## config.mk

```make
export PLATFORM = sky130hd
export DESIGN_NAME = ibr128_stream_ctrl
export DESIGN_NICKNAME = d
export VERILOG_FILES = /design/src/rtl/ibr128_pkg.sv /design/src/rtl/ibr128_out_fifo.sv /design/src/rtl/ibr128_stream_ctrl.sv
export SDC_FILE = /design/constraint.sdc
export NUM_CORES = 1
export LEC_CHECK = 0
export ABC_AREA = 1
export CAP_MARGIN = 20
export CORE_AREA = 2 2 412 414
export CTS_CLUSTER_DIAMETER = 30
export DETAILED_ROUTE_END_ITERATION = 10
export DIE_AREA = 0 0 414 416
export HOLD_SLACK_MARGIN = 0.05
export PLACE_DENSITY = 0.4
export SLEW_MARGIN = 5
export SYNTH_ARGS = -nofsm -noshare
export SYNTH_HDL_FRONTEND = slang
export SYNTH_SLANG_ARGS = --single-unit
```

## constraint.sdc

```tcl
create_clock -name Clk -period 8.59 [get_ports Clk]
set_input_delay 1.718 -clock Clk [delete_from_list [all_inputs] [get_ports Clk]]
set_output_delay 1.718 -clock Clk [all_outputs]
set_load 0.02 [all_outputs]
```

## src/rtl/ibr128_pkg.sv

```systemverilog
// Shared types and constants for the IBR128 stream controller and its output FIFO.
package ibr128_pkg;

   localparam int BLOCK_W = 128;
   localparam int KEY_W   = 64;

   localparam logic [1:0] SOM_ECB = 2'd0;
   localparam logic [1:0] SOM_CBC = 2'd1;
   localparam logic [1:0] SOM_CTR = 2'd2;

   typedef enum logic [1:0] {
      IDLE = 2'd0,
      RUN  = 2'd1,
      DROP = 2'd2,
      ERR  = 2'd3
   } ctrl_state_e;

   typedef struct packed {
      logic               last;
      logic [BLOCK_W-1:0] data;
   } fifo_word_t;

   // A block opens a message when flagged, or when no message is currently open.
   function automatic logic first_block(input logic in_first, input logic msg_open);
      return in_first | ~msg_open;
   endfunction

endpackage

```

## src/rtl/ibr128_out_fifo.sv

```systemverilog
// Two-entry first-word-fall-through result buffer; head is visible while count is non-zero.
module ibr128_out_fifo
   import ibr128_pkg::*;
(
   input  logic       clk_i,
   input  logic       rst_i,
   input  logic       push_i,
   input  fifo_word_t push_word_i,
   input  logic       pop_i,
   output logic       valid_o,
   output fifo_word_t head_o,
   output logic [1:0] count_o
);

   fifo_word_t mem_q [2];
   logic       wr_ptr_q, wr_ptr_d;
   logic       rd_ptr_q, rd_ptr_d;
   logic [1:0] count_q, count_d;
   logic       push_ok_s;
   logic       pop_ok_s;

   // Pointer and occupancy next-state; simultaneous push and pop leaves count unchanged.
   always_comb begin
      push_ok_s = push_i && (count_q != 2'd2);
      pop_ok_s  = pop_i && (count_q != 2'd0);
      wr_ptr_d  = wr_ptr_q;
      rd_ptr_d  = rd_ptr_q;
      count_d   = count_q;
      if (push_ok_s) begin
         wr_ptr_d = ~wr_ptr_q;
      end else begin
         wr_ptr_d = wr_ptr_q;
      end
      if (pop_ok_s) begin
         rd_ptr_d = ~rd_ptr_q;
      end else begin
         rd_ptr_d = rd_ptr_q;
      end
      case ({push_ok_s, pop_ok_s})
         2'b10:   count_d = count_q + 2'd1;
         2'b01:   count_d = count_q - 2'd1;
         default: count_d = count_q;
      endcase
   end

   // Storage and pointer registers.
   always_ff @(posedge clk_i) begin
      if (rst_i) begin
         mem_q[0] <= '0;
         mem_q[1] <= '0;
         wr_ptr_q <= 1'b0;
         rd_ptr_q <= 1'b0;
         count_q  <= 2'd0;
      end else begin
         if (push_ok_s) begin
            mem_q[wr_ptr_q] <= push_word_i;
         end
         wr_ptr_q <= wr_ptr_d;
         rd_ptr_q <= rd_ptr_d;
         count_q  <= count_d;
      end
   end

   assign valid_o = (count_q != 2'd0);
   assign head_o  = mem_q[rd_ptr_q];
   assign count_o = count_q;

endmodule

```

## src/rtl/ibr128_stream_ctrl.sv

```systemverilog
// Host-side initiator for the IBR128 core: one block in flight at a time, per-message
// first-block flag and configuration latch, timeout abort, and a 2-deep result buffer.
module ibr128_stream_ctrl
   import ibr128_pkg::*;
#(
   parameter int TIMEOUT_CYCLES = 1024,
   parameter int CNT_W          = 16
) (
   input  logic               Clk,
   input  logic               Rst,
   input  logic               in_valid,
   output logic               in_ready,
   input  logic [BLOCK_W-1:0] in_data,
   input  logic               in_first,
   input  logic               in_last,
   input  logic               cfg_sa,
   input  logic               cfg_encrypt,
   input  logic [1:0]         cfg_som,
   input  logic [BLOCK_W-1:0] cfg_iv,
   input  logic [KEY_W-1:0]   cfg_key0,
   input  logic [KEY_W-1:0]   cfg_key1,
   output logic               out_valid,
   input  logic               out_ready,
   output logic [BLOCK_W-1:0] out_data,
   output logic               out_last,
   output logic               core_enable,
   output logic               core_fb,
   output logic               core_sa,
   output logic               core_encrypt,
   output logic [1:0]         core_som,
   output logic [BLOCK_W-1:0] core_text,
   output logic [BLOCK_W-1:0] core_iv,
   output logic [KEY_W-1:0]   core_key0,
   output logic [KEY_W-1:0]   core_key1,
   input  logic [BLOCK_W-1:0] core_result,
   input  logic               core_ready,
   output logic               busy,
   output logic               err,
   input  logic               err_clr,
   output logic [CNT_W-1:0]   block_count
);

   localparam int               TMR_W    = $clog2(TIMEOUT_CYCLES + 1);
   localparam logic [TMR_W-1:0] TMR_LAST = TMR_W'(TIMEOUT_CYCLES - 1);

   ctrl_state_e        state_q, state_d;
   logic               enable_q, enable_d;
   logic               fb_q, fb_d;
   logic               sa_q, sa_d;
   logic               enc_q, enc_d;
   logic [1:0]         som_q, som_d;
   logic [BLOCK_W-1:0] text_q, text_d;
   logic [BLOCK_W-1:0] iv_q, iv_d;
   logic [KEY_W-1:0]   key0_q, key0_d;
   logic [KEY_W-1:0]   key1_q, key1_d;
   logic               pend_last_q, pend_last_d;
   logic               msg_open_q, msg_open_d;
   logic               err_q, err_d;
   logic [CNT_W-1:0]   cnt_q, cnt_d;
   logic [TMR_W-1:0]   timer_q, timer_d;

   logic               in_ready_s;
   logic               accept_s;
   logic               fb_s;
   logic               push_s;
   logic               pop_s;
   logic               fifo_valid_s;
   logic [1:0]         fifo_count_s;
   fifo_word_t         push_word_s;
   fifo_word_t         head_s;

   assign in_ready_s  = (state_q == IDLE) && (fifo_count_s != 2'd2) && !err_q;
   assign accept_s    = in_valid && in_ready_s;
   assign fb_s        = first_block(in_first, msg_open_q);
   assign pop_s       = fifo_valid_s && out_ready;
   assign push_word_s = '{last: pend_last_q, data: core_result};

   // Controller next-state: issue, capture, drop-wait and timeout handling.
   always_comb begin
      state_d     = state_q;
      enable_d    = enable_q;
      fb_d        = fb_q;
      sa_d        = sa_q;
      enc_d       = enc_q;
      som_d       = som_q;
      text_d      = text_q;
      iv_d        = iv_q;
      key0_d      = key0_q;
      key1_d      = key1_q;
      pend_last_d = pend_last_q;
      msg_open_d  = msg_open_q;
      err_d       = err_clr ? 1'b0 : err_q;
      cnt_d       = cnt_q;
      timer_d     = timer_q;
      push_s      = 1'b0;
      case (state_q)
         IDLE: begin
            if (accept_s) begin
               text_d      = in_data;
               pend_last_d = in_last;
               fb_d        = fb_s;
               enable_d    = 1'b1;
               timer_d     = '0;
               state_d     = RUN;
               // Configuration only moves on a message boundary.
               if (fb_s) begin
                  sa_d   = cfg_sa;
                  enc_d  = cfg_encrypt;
                  som_d  = cfg_som;
                  iv_d   = cfg_iv;
                  key0_d = cfg_key0;
                  key1_d = cfg_key1;
               end else begin
                  sa_d   = sa_q;
               end
            end else begin
               state_d = IDLE;
            end
         end
         RUN: begin
            if (core_ready) begin
               push_s     = 1'b1;
               cnt_d      = cnt_q + CNT_W'(1);
               msg_open_d = !pend_last_q;
               enable_d   = 1'b0;
               state_d    = DROP;
            end else if (timer_q == TMR_LAST) begin
               err_d      = 1'b1;
               enable_d   = 1'b0;
               msg_open_d = 1'b0;
               state_d    = ERR;
            end else begin
               timer_d = timer_q + TMR_W'(1);
            end
         end
         DROP: begin
            if (!core_ready) begin
               state_d = IDLE;
            end else begin
               state_d = DROP;
            end
         end
         ERR: begin
            if (err_clr) begin
               state_d = IDLE;
            end else begin
               state_d = ERR;
            end
         end
         default: begin
            state_d  = IDLE;
            enable_d = 1'b0;
         end
      endcase
   end

   // Controller state and core-facing registers.
   always_ff @(posedge Clk) begin
      if (Rst) begin
         state_q     <= IDLE;
         enable_q    <= 1'b0;
         fb_q        <= 1'b0;
         sa_q        <= 1'b0;
         enc_q       <= 1'b0;
         som_q       <= 2'd0;
         text_q      <= '0;
         iv_q        <= '0;
         key0_q      <= '0;
         key1_q      <= '0;
         pend_last_q <= 1'b0;
         msg_open_q  <= 1'b0;
         err_q       <= 1'b0;
         cnt_q       <= '0;
         timer_q     <= '0;
      end else begin
         state_q     <= state_d;
         enable_q    <= enable_d;
         fb_q        <= fb_d;
         sa_q        <= sa_d;
         enc_q       <= enc_d;
         som_q       <= som_d;
         text_q      <= text_d;
         iv_q        <= iv_d;
         key0_q      <= key0_d;
         key1_q      <= key1_d;
         pend_last_q <= pend_last_d;
         msg_open_q  <= msg_open_d;
         err_q       <= err_d;
         cnt_q       <= cnt_d;
         timer_q     <= timer_d;
      end
   end

   ibr128_out_fifo u_fifo (
      .clk_i       (Clk),
      .rst_i       (Rst),
      .push_i      (push_s),
      .push_word_i (push_word_s),
      .pop_i       (pop_s),
      .valid_o     (fifo_valid_s),
      .head_o      (head_s),
      .count_o     (fifo_count_s)
   );

   assign in_ready     = in_ready_s;
   assign out_valid    = fifo_valid_s;
   assign out_data     = head_s.data;
   assign out_last     = head_s.last;
   assign core_enable  = enable_q;
   assign core_fb      = fb_q;
   assign core_sa      = sa_q;
   assign core_encrypt = enc_q;
   assign core_som     = som_q;
   assign core_text    = text_q;
   assign core_iv      = iv_q;
   assign core_key0    = key0_q;
   assign core_key1    = key1_q;
   assign busy         = (state_q != IDLE);
   assign err          = err_q;
   assign block_count  = cnt_q;

endmodule

```

==> results.md, run 1 <==
- Status: finished, final reports clean
- Post-Syn Area: 27800 µm²
- Total setup buffers inserted after CTS: 0
- Final Hold Viols: 0
- Slowest cell on crit path: dfxtp_4
- # nets final: 4944
- Worst skew pair latency: 810 ps
- H-tree depth: 4
- Detail-routed via count per cell: 3.61
- Setup ws final: 3400 ps
- Max_slew headroom: 30.9%
- Clock skew after layout: 50.2 ps
- Register area: 16300 µm²
- Die Y: 416 µm
- Number of max-cap violations: 0
- Fillers: 18100
- Worst hold path depth: 1
- Worst hold slack: 418 ps
- First-pass detailed-route iteration total: 5
- # resized after CTS: 0
- RSZ-0062 raised after global routing: false
- Crit path kind: reg -> out
- Gr ovfl total: 0
- CTS Buf Count: 209
- Cell Pwr Density: 287 nW/µm²
- Maximum clock path buffer count: 3
- Total wire length: 119000 µm
- WP data required: 6870 ps
- Total GRT Usage: 13.4%
- WP data arrival: 3470 ps
- Min cycle time layout: 5190 ps
- R2R depth: 8
- Slew Viols, Final: 0
- Number of register bits inferred by synthesis: 685
- Area Growth Syn to Fin: 71.2%
- CTS tree: built
- Min-Delay Path Class: reg -> reg
- Cells after Synth: 3297
- Final setup vio count: 0
- Yosys cell types: 28
- Core area: 168000 µm²
- # port buffers: 1062
- Reg-to-reg slack, setup: 4970 ps
- Die area: 172000 µm²
- Vias in the first global route: 24500
- First-pass GRT wire length: 168000 µm
- Fraction of layout cells with a size suffix above 1: 10.6%
- Period utilization: 60.4%
- Net count after synthesis: 3824
- Remaining antenna violation count: 0
- Multi-input gate area: 8900 µm²
- DPL Wire Length: 86600 µm
- Clock transition at path regs: 40 ps
- Root buf cell: clkbuf_16
- Initial antenna violation count: 34
- Max FO, Critical Path: 50
- Total power draw: 13.7 mW
- Initial core utilization: 16.5%
- RR Endpoint: u_fifo.mem_q[0][21]
- Syn Area/Cell: 8.42 µm²
- Row cnt: 151
- Routability Congestion: 0.813
- Kind of end point of the critical path: output port
- Hold Crit Start: u_fifo.rd_ptr_q
- # DRC: 0
- CTS Sinks: 685
- Largest net degree at the start of global routing: 205
- Initial DRC Count: 1105
- Sequential-to-total area share from yosys stat: 58.7%
- Most frequent cells in the layout: 1068 x nor2_1, 1062 x clkdlybuf4s50_1, 584 x nand2_1
- Reg2reg start: state_q[1]
- CTS Hold Bufs: 0
- Most common cell after layout, fill and taps aside: nor2_1
- Wirelength per Cell: 17.5 µm
- Delay-heaviest family, CP: buffers and inverters
- Critical Path Max Stage Delay: 770 ps
- I/O Pins: 1063
- Yosys warns: 0
- Critical Path, Cell by Cell: buf_4 -> mux2_2 -> clkdlybuf4s50_1
- Setup crit start kind: flop
- CP bufs+invs: 2
- Leakage: 20.4 nW
- Peak VDD IR: 0.000196 V
- F_max: 0.193 GHz
- Final design utilization: 28.3%
- Place WS: 2420 ps
- Die width: 414 µm
- Worst Max-Slew Pin Slew: 1040 ps
- Vias: 24600
- Setup TNS: 0 ps
## stage by stage
step                      cells  instance area [µm²]
after floorplan            3297                27800
after global placement     6422                40400
after detailed placement   6422                40400
after CTS                  6803                47500
after global routing       6811                47500
final                      6817                47500
## final cells by class
class / instances / area share (%)
multi-input combinational: 2007 / 18.7
antenna: 12 / 0.0632
clock buffer: 295 / 12.6
timing repair buffer: 1085 / 22.9
tap: 2218 / 5.84
clock inverter: 86 / 2.18
inverter: 429 / 3.41
sequential: 685 / 34.3
## report_power, final
part / total, mW / internal [mW] / switching (mW)
combinational: 2.28 / 1.01 / 1.27
sequential: 3.85 / 3.70 / 0.155
clock: 7.51 / 5.27 / 2.25
total: 13.7 / 9.97 / 3.68
## kinds of logic (layout without fill, tap and decap cells)
family | after synthesis | count (layout) | share of synthesized area [%]
mux | 129 | 129 | 5.23
compound gates | 177 | 177 | 3.22
xor+xnor | 2 | 2 | 0.0631
buf+inv | 605 | 1895 | 9.40
other cells | 0 | 12 | 0
fa+ha+maj | 3 | 3 | 0.135
flops | 685 | 685 | 58.7
simple gates | 1696 | 1696 | 23.3
## synthesized netlist by cell type (all sizes together)
library cell,instances,share of area [%]
a31oi,1,0.023
xnor2,1,0.032
nand3,30,0.54
o21ai,141,2.5
a21oi,32,0.58
nor3,2,0.077
dfxtp,427,31
nor3b,1,0.027
edfxtp,258,28
o21a,2,0.054
buf,112,2.7
nor2,1069,15
clkinv,1,0.014
inv,428,5.8
ha,3,0.14
mux2,129,5.2
nand2,589,8.0
nand4,5,0.11
xor2,1,0.032
o21bai,1,0.027
clkbuf,64,0.87
## routing by layer
| metal | track usage (%) | vias to the layer above | wire (µm) |
|---|---|---|---|
| met4 | 5.36 | 36 | 3560 |
| met5 | 0.361 | - | 276 |
| met2 | 23.5 | 751 | 60700 |
| met3 | 6.35 | 226 | 10900 |
| met1 | 13.7 | 11200 | 44100 |
| li1 | - | 12400 | - |
## flip-flops by register name, summed over array words and instances (netlist names), 11 cells and up, named ones only
register / count
u_fifo.mem_q: 258
core_iv: 128
core_text: 128
core_key0: 64
core_key1: 64
block_count: 16
timer_q: 11
## how the worst max path moves through the flow
stage | from | endpoint | slack [ps] | cells past startpoint
6_report | flop | out_data[21] | 3400 | 3
3_5_place_dp | Rst | core_iv[99] | 2420 | 7
5_1_grt | flop | out_data[21] | 3150 | 3
3_3_place_gp | Rst | core_iv[110] | 2470 | 7
2_1_floorplan | core_ready | u_fifo.mem_q[0][0] | 2700 | 8
4_1_cts | flop | out_data[21] | 3220 | 3
No activity file was read; power rests on OpenSTA's default activity.
==> run 2, diff against run 1 <==
clock period = 5.16 ns   (was 8.59 ns; I/O delays follow)
==> run 2 against run 1 <==
Effect of this change:
- sequential share of layout area fell by 0.067 points
- cell area up 0.19%
- power up 67%
- largest cell class unchanged
- critical path depth did not move
- clock skew up 29 ps
- via count is 0.52% higher
- clock power rose by 66%
- critical path type unchanged
==> results.md, run 2 (same netlist as run 1, synthesis figures left out) <==
- # resized after CTS: 0 (unchanged)
- Die Y: 416 µm (unchanged)
- Max FFs per register: 258 (unchanged)
- Period utilization: 80.7%
- Kind of end point of the critical path: output port (unchanged)
- Detail-routed via count per cell: 3.64 (was 3.61)
- H-tree depth: 4 (unchanged)
- Die area: 172000 µm² (unchanged)
- I/O Pins: 1063 (unchanged)
- Setup crit start kind: flop (unchanged)
- Total power draw: 22.8 mW (was 13.7 mW)
- Final Hold Viols: 0 (unchanged)
- Worst skew pair latency: 820 ps (was 810 ps)
- Most common cell after layout, fill and taps aside: nor2_1 (unchanged)
- Cell Pwr Density: 478 nW/µm² (was 287 nW/µm²)
- Initial core utilization: 16.5% (unchanged)
- CTS Buf Count: 210 (was 209)
- Routability Congestion: 0.838 (was 0.813)
- # nets final: 4949 (was 4944)
- Number of max-cap violations: 0 (unchanged)
- # port buffers: 1062 (unchanged)
- Crit path kind: reg -> out (unchanged)
- RSZ-0062 raised after global routing: false (unchanged)
- Initial DRC Count: 1137 (was 1105)
- Remaining antenna violation count: 0 (unchanged)
- Vias in the first global route: 24500 (about the same)
- Max FO, Critical Path: 70 (was 50)
- Gr ovfl total: 0 (unchanged)
- Multi-input gate area: 8910 µm² (was 8900 µm²)
- Root buf cell: clkbuf_16 (unchanged)
- Maximum clock path buffer count: 3 (unchanged)
- Min-Delay Path Class: reg -> reg (unchanged)
- Register area: 16300 µm² (unchanged)
- WP data required: 4130 ps (was 6870 ps)
- Vias: 24800 (was 24600)
- Max_slew headroom: 25.9% (was 30.9%)
- First-pass GRT wire length: 170000 µm (was 168000 µm)
- First-pass detailed-route iteration total: 5 (unchanged)
- CTS tree: built (unchanged)
- Fillers: 18000 (was 18100)
- CTS Hold Bufs: 0 (unchanged)
- Total setup buffers inserted after CTS: 0 (unchanged)
- Worst Max-Slew Pin Slew: 1110 ps (was 1040 ps)
- Total GRT Usage: 13.5% (was 13.4%)
- Largest net degree at the start of global routing: 155 (was 205)
- Clock transition at path regs: 40 ps (about the same)
- # DRC: 0 (unchanged)
- Leakage: 20.4 nW (about the same)
- Die width: 414 µm (unchanged)
- Fraction of layout cells with a size suffix above 1: 10.7% (was 10.6%)
- Area Growth Syn to Fin: 71.6% (was 71.2%)
- Largest register by flop count: u_fifo.mem_q (unchanged)
- Clock skew after layout: 78.7 ps (was 50.2 ps)
- Most frequent cells in the layout: 1068 x nor2_1, 1062 x clkdlybuf4s50_1, 584 x nand2_1 (unchanged)
- Core area: 168000 µm² (unchanged)
- Slew Viols, Final: 0 (unchanged)
- Total wire length: 119000 µm (about the same)
- F_max: 0.240 GHz
- CTS Sinks: 685 (unchanged)
- Wirelength per Cell: 17.5 µm (about the same)
- Min cycle time layout: 4160 ps
- Status: finished, final reports clean (unchanged)
- Row cnt: 151 (unchanged)
- Initial antenna violation count: 18 (was 34)
- Reg-to-reg slack, setup: 2140 ps (was 4970 ps)
- Worst hold slack: 443 ps (was 418 ps)
- DPL Wire Length: 86500 µm (was 86600 µm)
- Peak VDD IR: 0.000313 V (was 0.000196 V)
- Final setup vio count: 0 (unchanged)
- Setup TNS: 0 ps (unchanged)
- WP data arrival: 3130 ps (was 3470 ps)
## run 2: changes by cell type in the layout (fill, tap and decap cells not counted), sizes merged
cell	before	now
inv	435	433
diode	12	2
bufinv	16	19
clkinvlp	0	3
clkbuf	295	289
buf	23	27
## run 2: path summary, 6_finish.rpt
path	start	end	cells after the start
setup / recovery	flop	out_data[25]	3
hold / removal	u_fifo.rd_ptr_q	flop	1
setup reg to reg	u_fifo.count_o[1]	u_fifo.mem_q[0][29]	9
hold reg to reg	u_fifo.rd_ptr_q	flop	1
## run 2: critical path, cell delays in order, from the launching register on
cell and delay, ps:
dfxtp_4 760, buf_12 400, mux2_2 410, clkdlybuf4s50_1 610
## run 2: stage by stage
stage               instances  utilization [%]  instance area, µm²  worst slack (ps)
floorplan                3297                -               27800              1240
global placement         6428             24.1               40600               966
detailed placement       6428             24.1               40600               928
CTS                      6807             28.3               47600               776
global route             6809             28.3               47600               781
finish                   6809             28.3               47600               998
## run 2: report_power, final
| part | switching (mW) | internal, mW |
|---|---|---|
| Clock | 3.72 | 8.82 |
| Combinational | 2.14 | 1.69 |
| Sequential | 0.262 | 6.16 |
## run 2: per-layer routing
layer / global-route usage (%) / up-vias / part of all wire [%]
li1: - / 12400 / -
met1: 15.0 / 11400 / 40
met2: 23.6 / 715 / 51
met3: 5.07 / 186 / 7.1
met4: 4.04 / 24 / 2.0
met5: 0 / - / 0.13
## run 2: layout make-up
type | count | share of cell area, %
diodes | 2 | 0.0105
clock buffers | 289 | 12.4
clock inverters | 90 | 2.38
inverters | 429 | 3.40
multi-input cells | 2007 | 18.7
flip-flops and latches | 685 | 34.2
well taps | 2218 | 5.83
repair buffers | 1089 | 23.0
